===== config.mk =====
export PLATFORM = sky130hd
export DESIGN_NAME = mc_alu16_result_sink
export DESIGN_NICKNAME = d
export VERILOG_FILES = /design/src/rtl/mc_alu16_result_sink_pkg.sv /design/src/rtl/mc_alu16_result_sink_fifo.sv /design/src/rtl/mc_alu16_result_sink.sv
export SDC_FILE = /design/constraint.sdc
export NUM_CORES = 1
export LEC_CHECK = 0
export ABC_AREA = 0
export CORE_MARGIN = 8
export CORE_UTILIZATION = 30
export CTS_CLUSTER_DIAMETER = 30
export DETAILED_ROUTE_END_ITERATION = 10
export HOLD_SLACK_MARGIN = 0.08
export PLACE_DENSITY = 0.52
export RECOVER_POWER = 25
export SLEW_MARGIN = 20
export SYNTH_ARGS = -nofsm -noshare
export SYNTH_HDL_FRONTEND = slang
export SYNTH_HIERARCHICAL = 1
export SYNTH_SLANG_ARGS = --single-unit

===== constraint.sdc =====
create_clock -name clk -period 6 [get_ports clk]
set_input_delay 0.9 -clock clk [delete_from_list [all_inputs] [get_ports clk]]
set_output_delay 0.9 -clock clk [all_outputs]
set_load 0.02 [all_outputs]

===== src/rtl/mc_alu16_result_sink_pkg.sv =====
// rtl/mc_alu16_result_sink_pkg.sv - shared types for the multicycle ALU result sink
package rfPhoenixPkg;

    localparam int RDW = 6;

    typedef logic [3:0]  tid_t;
    typedef logic [15:0] half_value_t;

    typedef struct packed {
        tid_t            tid;
        logic [RDW-1:0]  rd;
        half_value_t     res;
    } mc_wb_entry_t;

endpackage


===== src/rtl/mc_alu16_result_sink_fifo.sv =====
// rtl/mc_alu16_result_sink_fifo.sv - show-ahead result FIFO with wrap-bit pointers
module mc_result_fifo #(
    parameter int DEPTH = 16,
    parameter int WIDTH = 26
) (
    input  logic             clk,
    input  logic             rst,
    input  logic             push,
    input  logic [WIDTH-1:0] din,
    input  logic             pop,
    output logic             empty,
    output logic             full,
    output logic [WIDTH-1:0] head
);

    localparam int AW = $clog2(DEPTH);

    logic [AW:0]      wptr;
    logic [AW:0]      rptr;
    logic [WIDTH-1:0] mem [DEPTH];

    always_ff @(posedge clk or negedge rst) begin
        if (!rst) begin
            wptr <= '0;
            rptr <= '0;
        end else begin
            if (push) wptr <= wptr + 1'b1;
            if (pop)  rptr <= rptr + 1'b1;
        end
    end

    always_ff @(posedge clk) begin
        if (push) mem[wptr[AW-1:0]] <= din;
    end

    assign empty = (wptr == rptr);
    assign full  = (wptr[AW] != rptr[AW]) && (wptr[AW-1:0] == rptr[AW-1:0]);
    // Head reads as zero when empty so stale storage never leaks onto the writeback bus.
    assign head  = empty ? '0 : mem[rptr[AW-1:0]];

endmodule


===== src/rtl/mc_alu16_result_sink.sv =====
// rtl/mc_alu16_result_sink.sv - ALU result tracking, buffering and issue credits; option MC_RESULT_TAG_CHECK_EN
module mc_alu16_result_sink
    import rfPhoenixPkg::*;
#(
    parameter int LATENCY = 8,
    parameter int DEPTH   = 16,
    parameter int RDW     = 6
) (
    input  logic                       clk,
    input  logic                       rst,
    input  logic                       issue_v,
    input  tid_t                       issue_tid,
    input  logic [RDW-1:0]             issue_rd,
    output logic                       issue_rdy,
    input  half_value_t                res_i,
    input  tid_t                       rid_i,
    output logic                       wb_v,
    input  logic                       wb_rdy,
    output tid_t                       wb_tid,
    output logic [RDW-1:0]             wb_rd,
    output half_value_t                wb_res,
    output logic [$clog2(DEPTH+1)-1:0] inflight,
    output logic                       tag_err
);

    localparam int CW = $clog2(DEPTH+1);
    localparam int EW = $bits(tid_t) + RDW + $bits(half_value_t);

    logic               iss;
    logic               pop;
    logic               cap;
    logic               fifo_empty;
    logic               fifo_full;
    logic [EW-1:0]      fifo_head;
    logic [LATENCY-1:0] trk_v;
    tid_t               trk_tid [LATENCY];
    logic [RDW-1:0]     trk_rd  [LATENCY];

    // Ops offered without credit are dropped here, never tracked or counted.
    assign iss = issue_v & issue_rdy;
    assign pop = wb_v & wb_rdy;
    assign cap = trk_v[LATENCY-1];

    always_ff @(posedge clk or negedge rst) begin
        if (!rst) begin
            trk_v <= '0;
            for (int i = 0; i < LATENCY; i++) begin
                trk_tid[i] <= '0;
                trk_rd[i]  <= '0;
            end
        end else begin
            trk_v      <= {trk_v[LATENCY-2:0], iss};
            trk_tid[0] <= issue_tid;
            trk_rd[0]  <= issue_rd;
            for (int i = 1; i < LATENCY; i++) begin
                trk_tid[i] <= trk_tid[i-1];
                trk_rd[i]  <= trk_rd[i-1];
            end
        end
    end

    always_ff @(posedge clk or negedge rst) begin
        if (!rst) begin
            inflight <= '0;
        end else begin
            case ({iss, pop})
                2'b10:   inflight <= inflight + CW'(1);
                2'b01:   inflight <= inflight - CW'(1);
                default: inflight <= inflight;
            endcase
        end
    end

    // Credits cover pipe plus FIFO, so a capture can never meet a full FIFO.
    assign issue_rdy = (inflight < CW'(DEPTH));

    mc_result_fifo #(
        .DEPTH (DEPTH),
        .WIDTH (EW)
    ) u_fifo (
        .clk   (clk),
        .rst   (rst),
        .push  (cap),
        .din   ({trk_tid[LATENCY-1], trk_rd[LATENCY-1], res_i}),
        .pop   (pop),
        .empty (fifo_empty),
        .full  (fifo_full),
        .head  (fifo_head)
    );

    assign wb_v                     = !fifo_empty;
    assign {wb_tid, wb_rd, wb_res}  = fifo_head;

`ifdef MC_RESULT_TAG_CHECK_EN
    always_ff @(posedge clk or negedge rst) begin
        if (!rst) begin
            tag_err <= 1'b0;
        end else if (cap && (rid_i != trk_tid[LATENCY-1])) begin
            tag_err <= 1'b1;
        end
    end
`else
    logic unused_rid;
    assign unused_rid = ^rid_i;
    assign tag_err    = 1'b0;
`endif

`ifndef SYNTHESIS
    always @(posedge clk) begin
        if (rst) begin
            assert (!(issue_v && !issue_rdy))
                else $warning("issue_v without credit, op dropped");
            assert (!(cap && fifo_full && !pop))
                else $error("capture into full result FIFO");
        end
    end
`endif

endmodule


* Word level (Yosys, flattened, before mapping)
Memory sizes are Yosys's and may differ from the RTL's.
Index checks and enable logic that the tools add are counted.
** Storage, ports and cells
- Register bits :: 103
- Memory bits (writable) :: 416
- Output and inout bits :: 34
- Word-level logic and storage cells :: 37
- Memories kept :: 1
** Operators by class
- Add/subtract/negate cells :: 4
- Order comparisons :: 1
- Eq/ne operators :: 3
- Mux-type cells :: 4
- Bitwise logic cells :: 2
- Reduce and logical (&&, ||, !) cells :: 2
** Memories
- u_fifo.mem :: words 16, width 26, rd ports 1, clocked after Yosys merged registers in 0, write ports 1, line mc_alu16_result_sink_fifo.sv:20 : logic [WIDTH-1:0] mem [DEPTH];
** Operators by type and width (number)
- 2-to-1 mux 26 bit :: 1
- adder 5 x 1 -> 5 bit (second input constant) :: 3
- case mux 5 bit (2 select lines) :: 1
- equality test 5 bit :: 1
- < comparator 5 bit (second input constant) :: 1
- subtractor 5 x 1 -> 5 bit (second input constant) :: 1
- AND 1 bit :: 2
- equality test 2 x 1 -> 1 bit (second input constant) :: 1
- equality test 2 bit (second input constant) :: 1
- 2-to-1 mux 1 bit :: 2
- nonzero test 2 bit :: 1
- zero test 1 bit :: 1

* Depth between registers and ports, before layout
Gate-level depths: netlist of the first run.
- Depth after elaboration :: 5
- Mapped depth :: 13

* Modules after synthesis
Netlist of the first run, hierarchy kept.
** By module, submodules not included
- mc_result_fifo :: times used 1, cells each 702, area each 16787.4 sq um
- mc_alu16_result_sink :: times used 1, cells each 137, area each 2643.8 sq um

* Worst setup path before layout of the first run
OpenSTA, ideal clock, no wires.
- Kind :: register -> register
- From :: register u_fifo.wptr[0]
- To :: memory u_fifo.mem[2][0], enable pin
- Library setup time :: 442 ps
- Arrival time :: 2584 ps
- Required time :: 5558 ps
- Setup slack :: 2975 ps
- Cell stages (with the launch flop) :: 5
- Clock period less this slack :: 3025 ps
- Cells stage by stage :: dfrtp_1 > inv_1 > ha_1 > nand2_1 > nor3_1
** RTL lines
- start: declaration :: line mc_alu16_result_sink_fifo.sv:18 : logic [AW:0] wptr;
- start signal: assignment :: line mc_alu16_result_sink_fifo.sv:27 : if (push) wptr <= wptr + 1'b1;
- end: declaration :: line mc_alu16_result_sink_fifo.sv:20
Straight into the memory's write port.

* Worst setup path in the final report of the first run
- From :: register u_fifo.rptr[0]
- To :: output wb_tid[1]
** On the way
- Cells in the longest elaborated chain, start to end :: 2
** Ends and longest elaborated chain
- start: declaration :: line mc_alu16_result_sink_fifo.sv:19 : logic [AW:0] rptr;
- start signal: assignment :: line mc_alu16_result_sink_fifo.sv:28 : if (pop) rptr <= rptr + 1'b1;
- memory (16 x 26 bit) or equality test 5 bit (tied branches)
- 2-to-1 mux 26 bit (*) :: line mc_alu16_result_sink_fifo.sv:39 : assign head = empty ? '0 : mem[rptr[AW-1:0]];
- end: declaration :: line mc_alu16_result_sink.sv:19 : output tid_t wb_tid,
Every way passes the cells marked *; elsewhere a longest branch is shown, timed or not.

==> results of run 1 <==
-- flip-flops by register name, summed over array words and instances (netlist names) --
register / count
u_fifo/mem: 416
trk_tid: 32
u_fifo/rptr: 5
u_fifo/wptr: 5
trk_v: 8
inflight: 5
trk_rd: 48
-- how the worst min path moves through the flow --
stage,slack [ns],endpoint,startpoint
floorplan,0.33,trk_rd[0],trk_rd[6]
global placement,0.33,trk_v[7],trk_v[6]
detailed placement,0.33,trk_rd[0],trk_rd[6]
CTS,0.30,trk_tid[29],rst
global route,0.34,trk_rd[26],trk_rd[32]
finish,0.34,trk_rd[3],trk_rd[9]
-- final cells by class --
type / count / area (um2) / share of cell area
Clock buffer: 122 / 2860 / 0.115
Clock inverter: 86 / 956 / 0.0385
Inverter: 6 / 22.5 / 0.000906
Multi-Input combinational cell: 271 / 4070 / 0.164
Sequential cell: 519 / 15100 / 0.607
Tap cell: 855 / 1070 / 0.0430
Timing Repair Buffer: 86 / 795 / 0.0320
-- power breakdown --
part           total [W]  internal (W)  leakage, nW  switching, W
clock network    0.00605       0.00412         1.82       0.00192
logic            0.00297       0.00140         1.96       0.00157
registers        0.00442       0.00417         4.96      0.000245
-- per-stage QoR --
stage | hold slack, ns | total power [W] | util
final | 0.338 | 0.0134 | 0.387
after global routing | 0.339 | 0.0140 | 0.387
after CTS | 0.305 | 0.0137 | 0.387
after detailed placement | 0.335 | 0.00753 | 0.328
after global placement | 0.332 | 0.00751 | 0.328
after floorplan | 0.331 | 0.00650 | -
-- routing by layer --
layer | vias to the layer above | track usage
li1 | 3866 | -
met1 | 4621 | 0.141
met2 | 213 | 0.171
met3 | 62 | 0.0282
met4 | 0 | 0.0440
met5 | - | 0
-- critical path, cell delays in order (launching register included) --
cell and delay (ns):
dfrtp_4 0.78, buf_4 0.64, mux4_1 0.63, mux2i_1 0.21
o22ai_1 0.22, clkdlybuf4s50_1 0.64
==> reports/metrics.yaml, run 1 <==
tns_ns: 0
postRouteAntennaNets: 0
worst_ep_required_time_ns: 5.10
clock_sinks: 519
port_buffers: 62
antenna_found_initial: 0
grt_util_all_layers: 0.108
drive_gt1_frac: 0.240
drtIter0Drc: 625
final_cell_count_no_fill: 1945
gp_congestion: 0.657
wl_mm: 39.5
cts_buffers: 111
max_freq_ghz: 0.212
hold_depth: 0
placed_area_um2: 21000
clk_pin_slew_worst_paths_ns: 0.05
route.detailed.drc: 0
syn_area_per_cell_um2: 23.2
leakage_nw: 8.74
final_common_cell: "edfxtp_1"
diodes: 0
reg2reg_setup_slack_ns: 2.54
crit_start: "u_fifo/rptr[0]"
design_area_um2: 24900
setup.worst_path.end_class: "output port"
dp_hpwl_mm: 20.4
tightest_slew_ns: 2.93
die_h_um: 270
synthCells: 837
finalClockSkew_ns: 0.0285
setup_viol: 0
crit_fanout: 32
status: "finished with violations"
dr.pass1.iters: 4
wl_met1_mm: 17.8
core_area_um2: 64200
setup.worst_path.end: "wb_tid[1]"
top_layer: "met4"
violations: "capacitance limit, slew limit"
peakVddDrop_uv: 248
slew_violations: 55
synthesis.area_um2: 19400
dieArea_um2: 73100
initial_core_util: 0.302
r2r-start: "u_fifo/rptr[0]"
die_x_um: 270
wl_per_cell_um: 20.3
route.met3.wl_mm: 2.03
finalCriticalPeriod_ns: 4.71
setup_ws_ns: 1.29
min_period_over_period: 0.784
grt_pass1_wl_mm: 60.0
crit_path_start_kind: "flop"
num_vias: 8762
via_per_inst: 4.50
syn_nets: 880
clock-root-buffer: "clkbuf_16"
clk_latency_ns: 0.64
crit_type: "flop to output port"
drv_cap: 1
pre_cts_slack_ns: 1.91
holdCritPathClass: "flop to flop"
r2r_end: "inflight[4]"
arrival_ns: 3.81
h-tree-depth: 3
post_cts_resized: 0
wl_met2_mm: 18.9
grt_pass1_vias: 9760
dp_cells: 1737
clock_path_buffers: 3
slew_headroom: -0.951
nets: 1038
hold_buffers: 0
ios: 68
cts_tree: "built"
grt_setup_unrepaired: "false"
power_per_cell_area_nw_per_um2: 540
hold_viol: 0
reg2regPathDepth: 11
grt_start_max_net_pins: 61
final_cell_mix: "edfxtp_1, clkbuf_16, dfrtp_1, mux4_1, mux2i_1"
n_fill_cell: 5802
areaGrowthSynthToFinish_pct: 28.0
cts_setup_buffers: 0
yosysWarningCount: 6
rows: 93
grt.overflow.total: 0
Power figures use the tool's default switching activity.
==> run 2, diff against run 1 <==
==> constraint.sdc (replaced) <==
create_clock -name clk -period 4.65 [get_ports clk]
set_input_delay 0.6975 -clock clk [delete_from_list [all_inputs] [get_ports clk]]
set_output_delay 0.6975 -clock clk [all_outputs]
set_load 0.02 [all_outputs]
==> run 2 against run 1 <==
The flow now finishes without violations. Combinational power grew 35%. Clock skew fell by 0.0043 ns. Worst setup slack worse by 0.66 ns. Clock power rose by 22%. Final cell count about the same. Sequential share of layout area up 0.34 points. Die area unchanged. Critical path depth did not move. First-iteration DRC count decreased by 18%. Global-route usage is essentially flat. Sequential cell count unchanged. Critical endpoint is now wb_rd[4].
==> reports/metrics.yaml, run 2 (same netlist as run 1, synthesis figures left out) <==
slew_violations: 0  # was 55
core_area_um2: 64200  # unchanged
initial_core_util: 0.302  # unchanged
h-tree-depth: 3  # unchanged
die_x_um: 270  # unchanged
min_period_over_period: 0.865
dr.pass1.iters: 4  # unchanged
worstPathCellList: "buf_12 -> mux4_1 -> mux2i_1 -> o22ai_1 -> clkdlybuf4s50_1"  # was buf_4 -> mux4_1 -> mux2i_1 -> o22ai_1 -> clkdlybuf4s50_1
cts_buffers: 109  # was 111
route.detailed.drc: 0  # unchanged
tns_ns: 0  # unchanged
port_buffers: 62  # unchanged
grt_setup_unrepaired: "false"  # unchanged
gp_congestion: 0.654  # was 0.657
diodes: 0  # unchanged
ios: 68  # unchanged
hold_depth: 0  # unchanged
drtIter0Drc: 515  # was 625
final_cell_mix: "edfxtp_1, clkbuf_16, dfrtp_1, mux4_1, mux2i_1"  # unchanged
setup_viol: 0  # unchanged
cp_slowest_stage_delay_ns: 0.64  # was 0.78 ns
worst_ep_required_time_ns: 3.95  # was 5.10 ns
drive_gt1_frac: 0.242  # was 0.240
grt_start_max_net_pins: 108  # was 61
finalPower_w: 0.0170  # was 0.0134 W
worstHoldEndpoint: "trk_tid[4]"  # was trk_rd[3]
hp-start: "trk_tid[8]"  # was trk_rd[9]
clk_latency_ns: 0.63  # was 0.64 ns
final_cell_count_no_fill: 1944  # was 1,945
design_area_um2: 24700  # was 24,900 um2
hold_viol: 0  # unchanged
num_vias: 8758  # was 8,762
drv_cap: 0  # was 1
final_common_cell: "edfxtp_1"  # unchanged
largest_reg_flops: 416  # unchanged
crit_fanout: 81  # was 32
clk_pin_slew_worst_paths_ns: 0.05  # about the same
dp_cells: 1739  # was 1,737
arrival_ns: 3.32  # was 3.81 ns
power_per_cell_area_nw_per_um2: 686  # was 540 nW/um2
postRouteAntennaNets: 0  # unchanged
clock-root-buffer: "clkbuf_16"  # unchanged
via_per_inst: 4.51  # was 4.50
finalCriticalPeriod_ns: 4.02
cpMaxStageDelayCell: "mux4_1"  # was dfrtp_4
wl_mm: 39.9  # was 39.5 mm
status: "finished clean"  # was finished with violations
grt_util_all_layers: 0.108  # about the same
peakVddDrop_uv: 450  # was 248 uV
antenna_found_initial: 0  # unchanged
crit_type: "flop to output port"  # unchanged
wl_per_cell_um: 20.5  # was 20.3 um
grt.overflow.total: 0  # unchanged
dp_hpwl_mm: 20.6  # was 20.4 mm
crit_path_start_kind: "flop"  # unchanged
placed_area_um2: 21100  # was 21,000 um2
areaGrowthSynthToFinish_pct: 27.3  # was 28.0%
tightest_slew_ns: 0.939  # was 2.93 ns
die_h_um: 270  # unchanged
holdWs_ns: 0.326  # was 0.338 ns
reg2regPathDepth: 12  # was 11
nets: 1039  # was 1,038
grt_pass1_wl_mm: 59.9  # was 60.0 mm
cts_tree: "built"  # unchanged
slew_headroom: 0.373  # was -0.951
clock_path_buffers: 3  # unchanged
holdCritPathClass: "flop to flop"  # unchanged
grt_pass1_vias: 9641  # was 9,760
r2r_end: "inflight[4]"  # unchanged
dieArea_um2: 73100  # unchanged
reg2reg_setup_slack_ns: 1.48  # was 2.54 ns
clock_sinks: 519  # unchanged
cp_top_family: "buffers and inverters"  # unchanged
setup.worst_path.end_class: "output port"  # unchanged
r2r-start: "u_fifo/wptr[2]"  # was u_fifo/rptr[0]
leakage_nw: 8.67  # was 8.74 nW
rows: 93  # unchanged
finalClockSkew_ns: 0.0242  # was 0.0285 ns
cp_num_buf_inv: 2  # unchanged
max_freq_ghz: 0.249
-- run 2: area by class of cell --
type                    instances  area (um2)
clock buffers                 129        2900
clock inverters                75         713
fillers                      5804       39500
inverters                       6        22.5
multi-input cells             271        4070
flip-flops and latches        519       15100
well taps                     855        1070
repair buffers                 89         857
-- run 2: repair_timing --
| action | in CTS | in global routing |
|---|---|---|
| endpoints found under the hold margin | 9 | 0 |
| hold buffers | 1 | 0 |
| buffers inserted | 0 | 0 |
| gates resized for setup | 0 | 0 |
-- run 2: how the worst max path moves through the flow --
stage	startpoint	to	slack [ns]	cells after the start
2_1_floorplan	u_fifo/wptr[0]	u_fifo/mem[2][0]	1.62	4
3_3_place_gp	u_fifo/rptr[1]	wb_tid[0]	1.23	5
3_5_place_dp	u_fifo/rptr[1]	wb_res[4]	1.21	5
4_1_cts	u_fifo/rptr[1]	wb_res[4]	0.53	5
5_1_grt	u_fifo/rptr[1]	wb_tid[0]	0.47	5
6_report	u_fifo/rptr[0]	wb_rd[4]	0.63	5
-- run 2: per-stage QoR --
stage,worst slack [ns],util
2_1_floorplan,1.62,-
3_3_place_gp,1.23,0.328
3_5_place_dp,1.21,0.328
4_1_cts,0.530,0.385
5_1_grt,0.466,0.385
6_report,0.630,0.385
-- run 2: layer usage --
metal  global-route usage  up-vias  wire, um
met5                    0        -         0
met2                0.173      199     19300
met1                0.141     4631     17900
met4               0.0380        0       887
li1                     -     3855         -
met3               0.0289       73      1800
-- run 2: power by group --
group	total [W]	leakage, nW	switching, W	internal (W)
registers	0.00557	4.96	0.000187	0.00539
clock network	0.00738	1.72	0.00240	0.00498
logic	0.00401	1.99	0.00217	0.00184
